File: src/rtl/pipeline_hazard_ctrl_8085_pkg.sv
// hazard_pkg_8085: shared types and constants for the 8085-style pipeline
// hazard controller.
//   - FSM state encodings (RUN / JHOLD / FLUSH)
//   - operand-forwarding select encodings (FWD_RF / FWD_EX / FWD_WB)
//   - register-index width and the default accumulator index
//   - the EX/WB shadow record and the forwarding-select helper
package hazard_pkg_8085;

    localparam int REG_IDX_W = 3;
    localparam logic [REG_IDX_W-1:0] ACC_IDX_DEFAULT = 3'd7;

    typedef enum logic [1:0] {
        ST_RUN   = 2'd0,
        ST_JHOLD = 2'd1,
        ST_FLUSH = 2'd2
    } state_t;

    typedef enum logic [1:0] {
        FWD_RF = 2'b00,
        FWD_EX = 2'b01,
        FWD_WB = 2'b10
    } fwd_t;

    // What the controller remembers about an instruction in EX or WB.
    typedef struct packed {
        logic                 valid;
        logic [REG_IDX_W-1:0] dst;
        logic                 wr;
        logic                 mem_rd;
    } shadow_t;

    localparam shadow_t SHADOW_EMPTY = '0;

    // EX wins over WB so the youngest producer is always selected. A load in
    // EX cannot forward (its data only exists at WB), so it falls through.
    function automatic fwd_t fwd_select(
        input logic                 use_src,
        input logic [REG_IDX_W-1:0] src,
        input shadow_t              ex,
        input shadow_t              wb
    );
        fwd_t sel;
        sel = FWD_RF;
        if (use_src) begin
            if (ex.valid && ex.wr && !ex.mem_rd && (ex.dst == src)) begin
                sel = FWD_EX;
            end else if (wb.valid && wb.wr && (wb.dst == src)) begin
                sel = FWD_WB;
            end
        end
        return sel;
    endfunction

endpackage

File: src/rtl/pipeline_hazard_ctrl_8085_scoreboard.sv
// hazard_scoreboard_8085: EX/WB shadow registers plus the load-use and
// forwarding comparators.
// Ports:
//   clk, rst_n            clock, async active-low reset
//   id_*                  fields of the instruction currently in ID
//   advance               ID instruction moves into EX this cycle
//   load_use              combinational load-use hazard against EX
//   fwd_a, fwd_b          operand source selects (00 RF, 01 EX, 10 WB)
module hazard_scoreboard_8085
    import hazard_pkg_8085::*;
(
    input  logic                 clk,
    input  logic                 rst_n,
    input  logic                 id_valid,
    input  logic [REG_IDX_W-1:0] id_src_a,
    input  logic [REG_IDX_W-1:0] id_src_b,
    input  logic                 id_use_a,
    input  logic                 id_use_b,
    input  logic [REG_IDX_W-1:0] id_dst,
    input  logic                 id_wr,
    input  logic                 id_mem_rd,
    input  logic                 advance,
    output logic                 load_use,
    output logic [1:0]           fwd_a,
    output logic [1:0]           fwd_b
);

    shadow_t ex_q, ex_d;
    shadow_t wb_q, wb_d;

    // WB never feeds a hazard decision through its mem_rd bit; it is kept
    // only so both shadows carry the same record.
    logic wb_mem_rd_unused;
    assign wb_mem_rd_unused = wb_q.mem_rd;

    always_comb begin
        // NOTE: every comb output gets a default first, so no path leaves it unassigned (no latch).
        ex_d = SHADOW_EMPTY;
        if (advance) begin
            ex_d.valid  = 1'b1;
            ex_d.dst    = id_dst;
            ex_d.wr     = id_wr;
            ex_d.mem_rd = id_mem_rd;
        end
        wb_d = ex_q;
    end

    // NOTE: the shadows are tiny control flops, so they are reset to a bubble; stale wr bits would fake hazards.
    always_ff @(posedge clk or negedge rst_n) begin
        if (!rst_n) begin
            ex_q <= SHADOW_EMPTY;
            wb_q <= SHADOW_EMPTY;
        end else begin
            // NOTE: non-blocking so WB samples the old EX value on the same edge.
            ex_q <= ex_d;
            wb_q <= wb_d;
        end
    end

    logic hit_a, hit_b;

    always_comb begin
        hit_a    = id_use_a && (ex_q.dst == id_src_a);
        hit_b    = id_use_b && (ex_q.dst == id_src_b);
        load_use = id_valid && ex_q.valid && ex_q.wr && ex_q.mem_rd && (hit_a || hit_b);
        fwd_a    = fwd_select(id_use_a, id_src_a, ex_q, wb_q);
        fwd_b    = fwd_select(id_use_b, id_src_b, ex_q, wb_q);
    end

endmodule

File: src/rtl/pipeline_hazard_ctrl_8085.sv
// pipeline_hazard_ctrl_8085: hazard controller for a short in-order pipeline.
// Detects load-use stalls, selects operand forwarding and sequences the
// jump penalty (hold IF/ID, then either resume or flush on a taken jump).
// Ports:
//   clk, rst_n                   clock, async active-low reset
//   id_valid, id_src_a/b,
//   id_use_a/b, id_dst, id_wr,
//   id_mem_rd, id_jump           decoded fields of the ID instruction
//   ex_taken                     jump in EX resolves taken
//   stall, flush                 pipeline hold / IF-ID kill
//   fwd_a, fwd_b                 operand source selects
//   stall_jump                   jump-penalty hold active
//   state                        FSM state, debug only
module pipeline_hazard_ctrl_8085
    import hazard_pkg_8085::*;
#(
    parameter int                   JUMP_PENALTY = 2,
    parameter logic [REG_IDX_W-1:0] ACC_IDX      = ACC_IDX_DEFAULT
) (
    input  logic                 clk,
    input  logic                 rst_n,
    input  logic                 id_valid,
    input  logic [REG_IDX_W-1:0] id_src_a,
    input  logic [REG_IDX_W-1:0] id_src_b,
    input  logic                 id_use_a,
    input  logic                 id_use_b,
    input  logic [REG_IDX_W-1:0] id_dst,
    input  logic                 id_wr,
    input  logic                 id_mem_rd,
    input  logic                 id_jump,
    input  logic                 ex_taken,
    output logic                 stall,
    output logic                 flush,
    output logic [1:0]           fwd_a,
    output logic [1:0]           fwd_b,
    output logic                 stall_jump,
    output logic [1:0]           state
);

    localparam logic [2:0] PENALTY = 3'(JUMP_PENALTY);

    // The accumulator is an ordinary register index to the hazard logic;
    // the parameter only documents its encoding.
    logic acc_idx_unused;
    assign acc_idx_unused = ^ACC_IDX;

    state_t     state_q, state_d;
    logic [2:0] cnt_q, cnt_d;
    logic       load_use;
    logic       advance;

    hazard_scoreboard_8085 u_scoreboard (
        .clk       (clk),
        .rst_n     (rst_n),
        .id_valid  (id_valid),
        .id_src_a  (id_src_a),
        .id_src_b  (id_src_b),
        .id_use_a  (id_use_a),
        .id_use_b  (id_use_b),
        .id_dst    (id_dst),
        .id_wr     (id_wr),
        .id_mem_rd (id_mem_rd),
        .advance   (advance),
        .load_use  (load_use),
        .fwd_a     (fwd_a),
        .fwd_b     (fwd_b)
    );

    // State register
    always_ff @(posedge clk or negedge rst_n) begin
        if (!rst_n) begin
            state_q <= ST_RUN;
            cnt_q   <= 3'd0;
        end else begin
            state_q <= state_d;
            cnt_q   <= cnt_d;
        end
    end

    // Next-state logic. A jump only enters JHOLD once it really leaves ID,
    // so a coincident load-use stall delays the hold by a cycle.
    always_comb begin
        state_d = state_q;
        cnt_d   = cnt_q;
        unique case (state_q)
            ST_RUN: begin
                if (id_valid && id_jump && !stall) begin
                    state_d = ST_JHOLD;
                    cnt_d   = PENALTY;
                end
            end
            ST_JHOLD: begin
                cnt_d = cnt_q - 3'd1;
                if (ex_taken) begin
                    state_d = ST_FLUSH;
                    cnt_d   = 3'd0;
                end else if (cnt_q == 3'd1) begin
                    state_d = ST_RUN;
                end
            end
            ST_FLUSH: begin
                state_d = ST_RUN;
                cnt_d   = 3'd0;
            end
            default: begin
                state_d = ST_RUN;
                cnt_d   = 3'd0;
            end
        endcase
    end

    // Output logic. FLUSH overrides a load-use stall: the ID instruction is
    // being killed, so there is nothing to hold.
    always_comb begin
        stall_jump = (state_q == ST_JHOLD);
        flush      = (state_q == ST_FLUSH);
        stall      = !flush && (load_use || stall_jump);
        advance    = id_valid && !stall && !flush && !stall_jump;
        state      = state_q;
    end

endmodule

File: config.mk
export PLATFORM = sky130hd
export DESIGN_NAME = pipeline_hazard_ctrl_8085
export DESIGN_NICKNAME = d
export VERILOG_FILES = /design/src/rtl/pipeline_hazard_ctrl_8085_pkg.sv /design/src/rtl/pipeline_hazard_ctrl_8085_scoreboard.sv /design/src/rtl/pipeline_hazard_ctrl_8085.sv
export SDC_FILE = /design/constraint.sdc
export NUM_CORES = 1
export LEC_CHECK = 0
export CORE_ASPECT_RATIO = 0.8
export CORE_MARGIN = 2
export CORE_UTILIZATION = 47
export CTS_CLUSTER_DIAMETER = 30
export DETAILED_ROUTE_END_ITERATION = 8
export PLACE_DENSITY = 0.92
export SKIP_CTS_REPAIR_TIMING = 1
export SLEW_MARGIN = 40
export SYNTH_ARGS = -nofsm -noshare
export SYNTH_HDL_FRONTEND = slang
export SYNTH_SLANG_ARGS = --single-unit
File: constraint.sdc
create_clock -name clk -period 4.6 [get_ports clk]
set_clock_uncertainty 0.05 [all_clocks]
set_input_delay 0.69 -clock clk [delete_from_list [all_inputs] [get_ports clk]]
set_output_delay 0.69 -clock clk [all_outputs]
set_load 0.05 [all_outputs]
# After elaboration in Yosys (flattened, before gate mapping)
# Index checks and enable logic that the tools add are counted.
# op_classes
addsub,1
muxes,14
eq_ne,9
reduce_logical,27
# ops
operator,count
logical AND 1 bit,19
2-to-1 mux 2 bit,9
equality test 3 bit,4
2-to-1 mux 3 bit,2
2-to-1 mux 6 bit,1
case mux 3 bit (2 select lines),1
logical NOT 1 bit,4
case mux 2 bit (2 select lines),1
"equality test 3 x 1 -> 1 bit, second input constant",1
"!= test 3 x 2 -> 1 bit, second input constant",1
"subtractor 3 x 1 -> 3 bit, second input constant",1
"equality test 2 x 1 -> 1 bit, second input constant",1
"equality test 2 bit, second input constant",1
logical NOT 2 bit,1
logical OR 1 bit,2
"!= test 2 bit, second input constant",1
AND reduction 2 bit,1
# word_totals
ff_bits,16
out_inout_bits,9

# Longest topological paths before layout
# logic_depth
word_depth,11
depth_mapped,5
depth_no_buf,5

# By module
# Synthesis repeated with hierarchy kept, for this count alone.
# hier_totals
cells_unflattened,77
hier_area_um2,823.3
# modules_own_cells
module,cells_each,area_per_inst_um2,instances,seq_area_each_um2
hazard_scoreboard_8085,44,501.7,1,275.3
pipeline_hazard_ctrl_8085,33,321.6,1,125.1

# Worst setup path before layout
# Ideal clock, no wire load.
# synth_timing
kind,input port to output port
start,input port id_src_b[0]
end,output port fwd_b[1]
path_buffers,0
path_slack_ps,1832
t_arrival_ps,2028
cell_stages,4
path_cell_list,xnor2_1 -> nand3_1 -> nor2_1 -> nor3_1
# synth_between
elab_chain_cells,5
# synth_rtl
item,line_no,rtl
"start, declared",pipeline_hazard_ctrl_8085.sv:24,"input logic [REG_IDX_W-1:0] id_src_b,"
equality test 3 bit,pipeline_hazard_ctrl_8085_pkg.sv:47,end else if (wb.valid && wb.wr && (wb.dst == src)) begin
logical AND 1 bit,pipeline_hazard_ctrl_8085_pkg.sv:47,
2-to-1 mux 2 bit,pipeline_hazard_ctrl_8085_pkg.sv:47,
2-to-1 mux 2 bit (*),pipeline_hazard_ctrl_8085_pkg.sv:45,if (ex.valid && ex.wr && !ex.mem_rd && (ex.dst == src)) begin
2-to-1 mux 2 bit (*),pipeline_hazard_ctrl_8085_pkg.sv:44,if (use_src) begin
"end, declared",pipeline_hazard_ctrl_8085.sv:35,"output logic [1:0] fwd_b,"
# Every way passes the cells marked *; elsewhere a longest branch is shown, timed or not.

# Worst setup path after layout
# layout_timing
start,input port id_src_b[0]
end,output port stall
# layout_between
elab_chain_cells,6
# layout_rtl
item,line_no,rtl
equality test 3 bit,pipeline_hazard_ctrl_8085_scoreboard.sv:64,hit_b = id_use_b && (ex_q.dst == id_src_b);
logical AND 1 bit,pipeline_hazard_ctrl_8085_scoreboard.sv:64,
logical OR 1 bit,pipeline_hazard_ctrl_8085_scoreboard.sv:65,load_use = id_valid && ex_q.valid && ex_q.wr && ex_q.mem_rd && (hit_a || hit_b);
logical AND 1 bit,pipeline_hazard_ctrl_8085_scoreboard.sv:65,
logical OR 1 bit,pipeline_hazard_ctrl_8085.sv:117,stall = !flush && (load_use || stall_jump);
logical AND 1 bit,pipeline_hazard_ctrl_8085.sv:117,
"end, declared",pipeline_hazard_ctrl_8085.sv:32,"output logic stall,"
# No other way between the ends.

==> impl_metrics.yaml <==
placement:
  io_buffer_count: 26
  placedCellCount: 122
  dp_hpwl_um: 1512
  place_congestion: 0.8056
clocking:
  clk_pin_slew_worst_paths_ps: 80
  tritoncts: "done"
  clockRootBuffer: "clkbuf_4"
  cts_sinks: 16
  htree_num_levels: 1
  clk_path_buf_depth: 2
  cts-buffers-inserted: 3
  clk_latency_ps: 290
worst_setup_path:
  critical_path_class: "in2out"
  arrival_ps: 2870
  critPathMaxFanout: 3
  start_kind: "primary input"
  cpMostUsedCell: "clkdlybuf4s50_1"
  crit_chain: "clkdlybuf4s50_1 -> xnor2_1 -> nand4_1 -> a21oi_2 -> maj3_1 -> clkdlybuf4s50_1"
  critPathTopFamily: "buffers and inverters"
  crit_required_ps: 3860
  worstSetupEndpointType: "output pin"
  slowest_stage: "clkdlybuf4s50_1"
  critPathBufInv: 2
  slowest_delay_ps: 800
timing:
  finalCritPeriodShare: 0.7840
  hold_viol_final: 0
  setup_viol: 0
  period_minus_slack_ps: 3607
  rsz0062_at_grt: "no"
  slew_headroom: 0.5362
  drv_slew: 0
  worst_slew_pin_slew_ps: 693.6
  finalSetupTns_ps: 0
  timing.fmax_mhz: 277.3
yosys:
  synth_top_flop_cell: "dfrtp_1"
  ys_seq_area_frac: 0.4923
  async_flop_share: 1.000
  synth_edf_count: 0
  netlist_top_cells_area: "dfrtp_1, xnor2_1, and2_1, nand4_1, ha_1"
  syn_nets: 94
  ys.warnings.count: 0
  ys_ff_latch: 16
  syn_area_sq_um: 813.3
  yosys.area.top_type: "dfrtp_1"
  yosysUniqueCellTypes: 24
  avgSynthCellArea_sq_um: 10.99
  synth_cells: 74
  synth_top_area_frac: 0.4923
global_route:
  first_global_vias: 680
  antenna_found_initial: 0
  grt_max_degree: 17
  grt_first_pass_wirelength_um: 2904
  grtUsageTotal: 0.1995
  gr-total-overflow: 0
power_and_ir_drop:
  total_power_mw: 0.4085
  p_per_area_nw_per_um2: 359.2
  power_leakage_nw: 0.4629
  max-vdd-ir-drop_mv: 0.2857
finish:
  final_core_util: 0.6992
  stdcell_count: 126
  drive_above_1_share: 0.08654
  synthToLayoutAreaGrowth_pct: 39.85
  nets: 125
  n_antenna_cell: 0
detailed_routing:
  drcViolationCount: 0
  drt_iter0_drc: 20
  routed_wl_um: 1843
  routedWlPerCell_um: 14.63
  first_pass_iters: 6
  ant_nets: 0
  drt-vias-per-instance: 5.357
  via_count: 675
outcome:
  status: "finished clean"
die:
  start_util: 0.5000
  row_count: 13
  die_w_um: 50.51
  core_area_sq_um: 1627
  ios: 27
  die-area_sq_um: 2081
  die_h_um: 41.21
run:
  cap_violations: 0
min_path:
  min_path_type: "reg2reg"
cell usage after synthesis, types with 2 or more instances:
| cell type | n |
|---|---|
| dfrtp_1 | 16 |
| xnor2_1 | 12 |
| and2_1 | 8 |
| nand2_1 | 5 |
| nand4_1 | 5 |
| inv_1 | 4 |
| nor2_1 | 4 |
| ha_1 | 2 |
| nand3_1 | 2 |
| nor3_1 | 2 |
registers in the layout, indices dropped and copies added (netlist names):
signal             flops
u_scoreboard.wb_q      5
u_scoreboard.ex_q      6
state                  2
cnt_q                  3
routing by layer:
layer	part of all wire	GRT usage
met1	0.43	0.2431
met2	0.52	0.3750
met3	0.056	0.01460
met4	0	0.1014
met5	0	0
stage by stage:
step	cell area (sq um)	hold WS, ps	setup slack, ps
after CTS	1137	371.4	989.0
after global placement	1101	332.7	1055
after detailed placement	1101	351.0	995.2
after floorplan	813.3	323.9	1832
final	1137	382.9	993.4
after global routing	1137	381.2	891.3
area by class of cell:
type | count | area [sq um]
clock buffer | 4 | 36.28
fill | 131 | 489.2
inverter | 4 | 15.01
multi-input combinational | 54 | 397.9
sequential | 16 | 400.4
tap | 22 | 27.53
timing repair buffer | 26 | 260.3
kinds of logic after synthesis:
group,Yosys count,share of synthesized area
AND/OR/NAND/NOR,31,0.2323
flip-flops,16,0.4923
buffers and inverters,4,0.01846
XOR/XNOR,13,0.1400
adder cells (fa/ha/maj),3,0.04307
AO/OA/AOI/OAI,7,0.07385
worst register-to-register path, stage by stage, from the launching register on:
cell	delay, ps
dfrtp_1	440
xnor2_1	260
nand4_1	150
a21oi_2	280
nor2_2	110
o311a_1	300
where the power goes:
part | switching, mW | leakage (nW) | internal, mW
registers | 0.0220 | 0.208 | 0.162
logic | 0.0715 | 0.233 | 0.0613
clock network | 0.0435 | 0.0210 | 0.0482
path summary, 6_finish.rpt:
path / slack (ps) / from / end / cells past startpoint
max: 990 / id_src_b[0] / stall / 6
min: 380 / u_scoreboard.ex_q[5] / u_scoreboard.wb_q[5] / 0
max reg2reg: 2910 / u_scoreboard.ex_q[2] / cnt_q[1] / 5
min reg2reg: 380 / u_scoreboard.ex_q[5] / u_scoreboard.wb_q[5] / 0
max in group asynchronous: 3290 / rst_n / u_scoreboard.wb_q[4] / 1
min in group asynchronous: 760 / rst_n / state[1] / 1
layout by cell type (no fill, tap or decap):
cell              n
clkbuf_8          1
inv_1             4
xnor2_1          12
nand4_1           5
or4b_2            1
o311a_1           1
nor2b_1           1
xor2_1            1
nor2_2            1
nor3_1            2
dfrtp_1          16
clkbuf_4          3
nor4b_4           1
nand3b_1          1
clkdlybuf4s50_1  26
and2_1            8
ha_1              2
maj3_1            1
o22ai_1           1
o21ai_0           1
nand3_1           2
nor2_1            4
a21oi_2           1
a22o_1            1
nand2_1           5
o41ai_2           1
a21oi_1           1
Note: power is estimated with default switching activity, not from simulation.
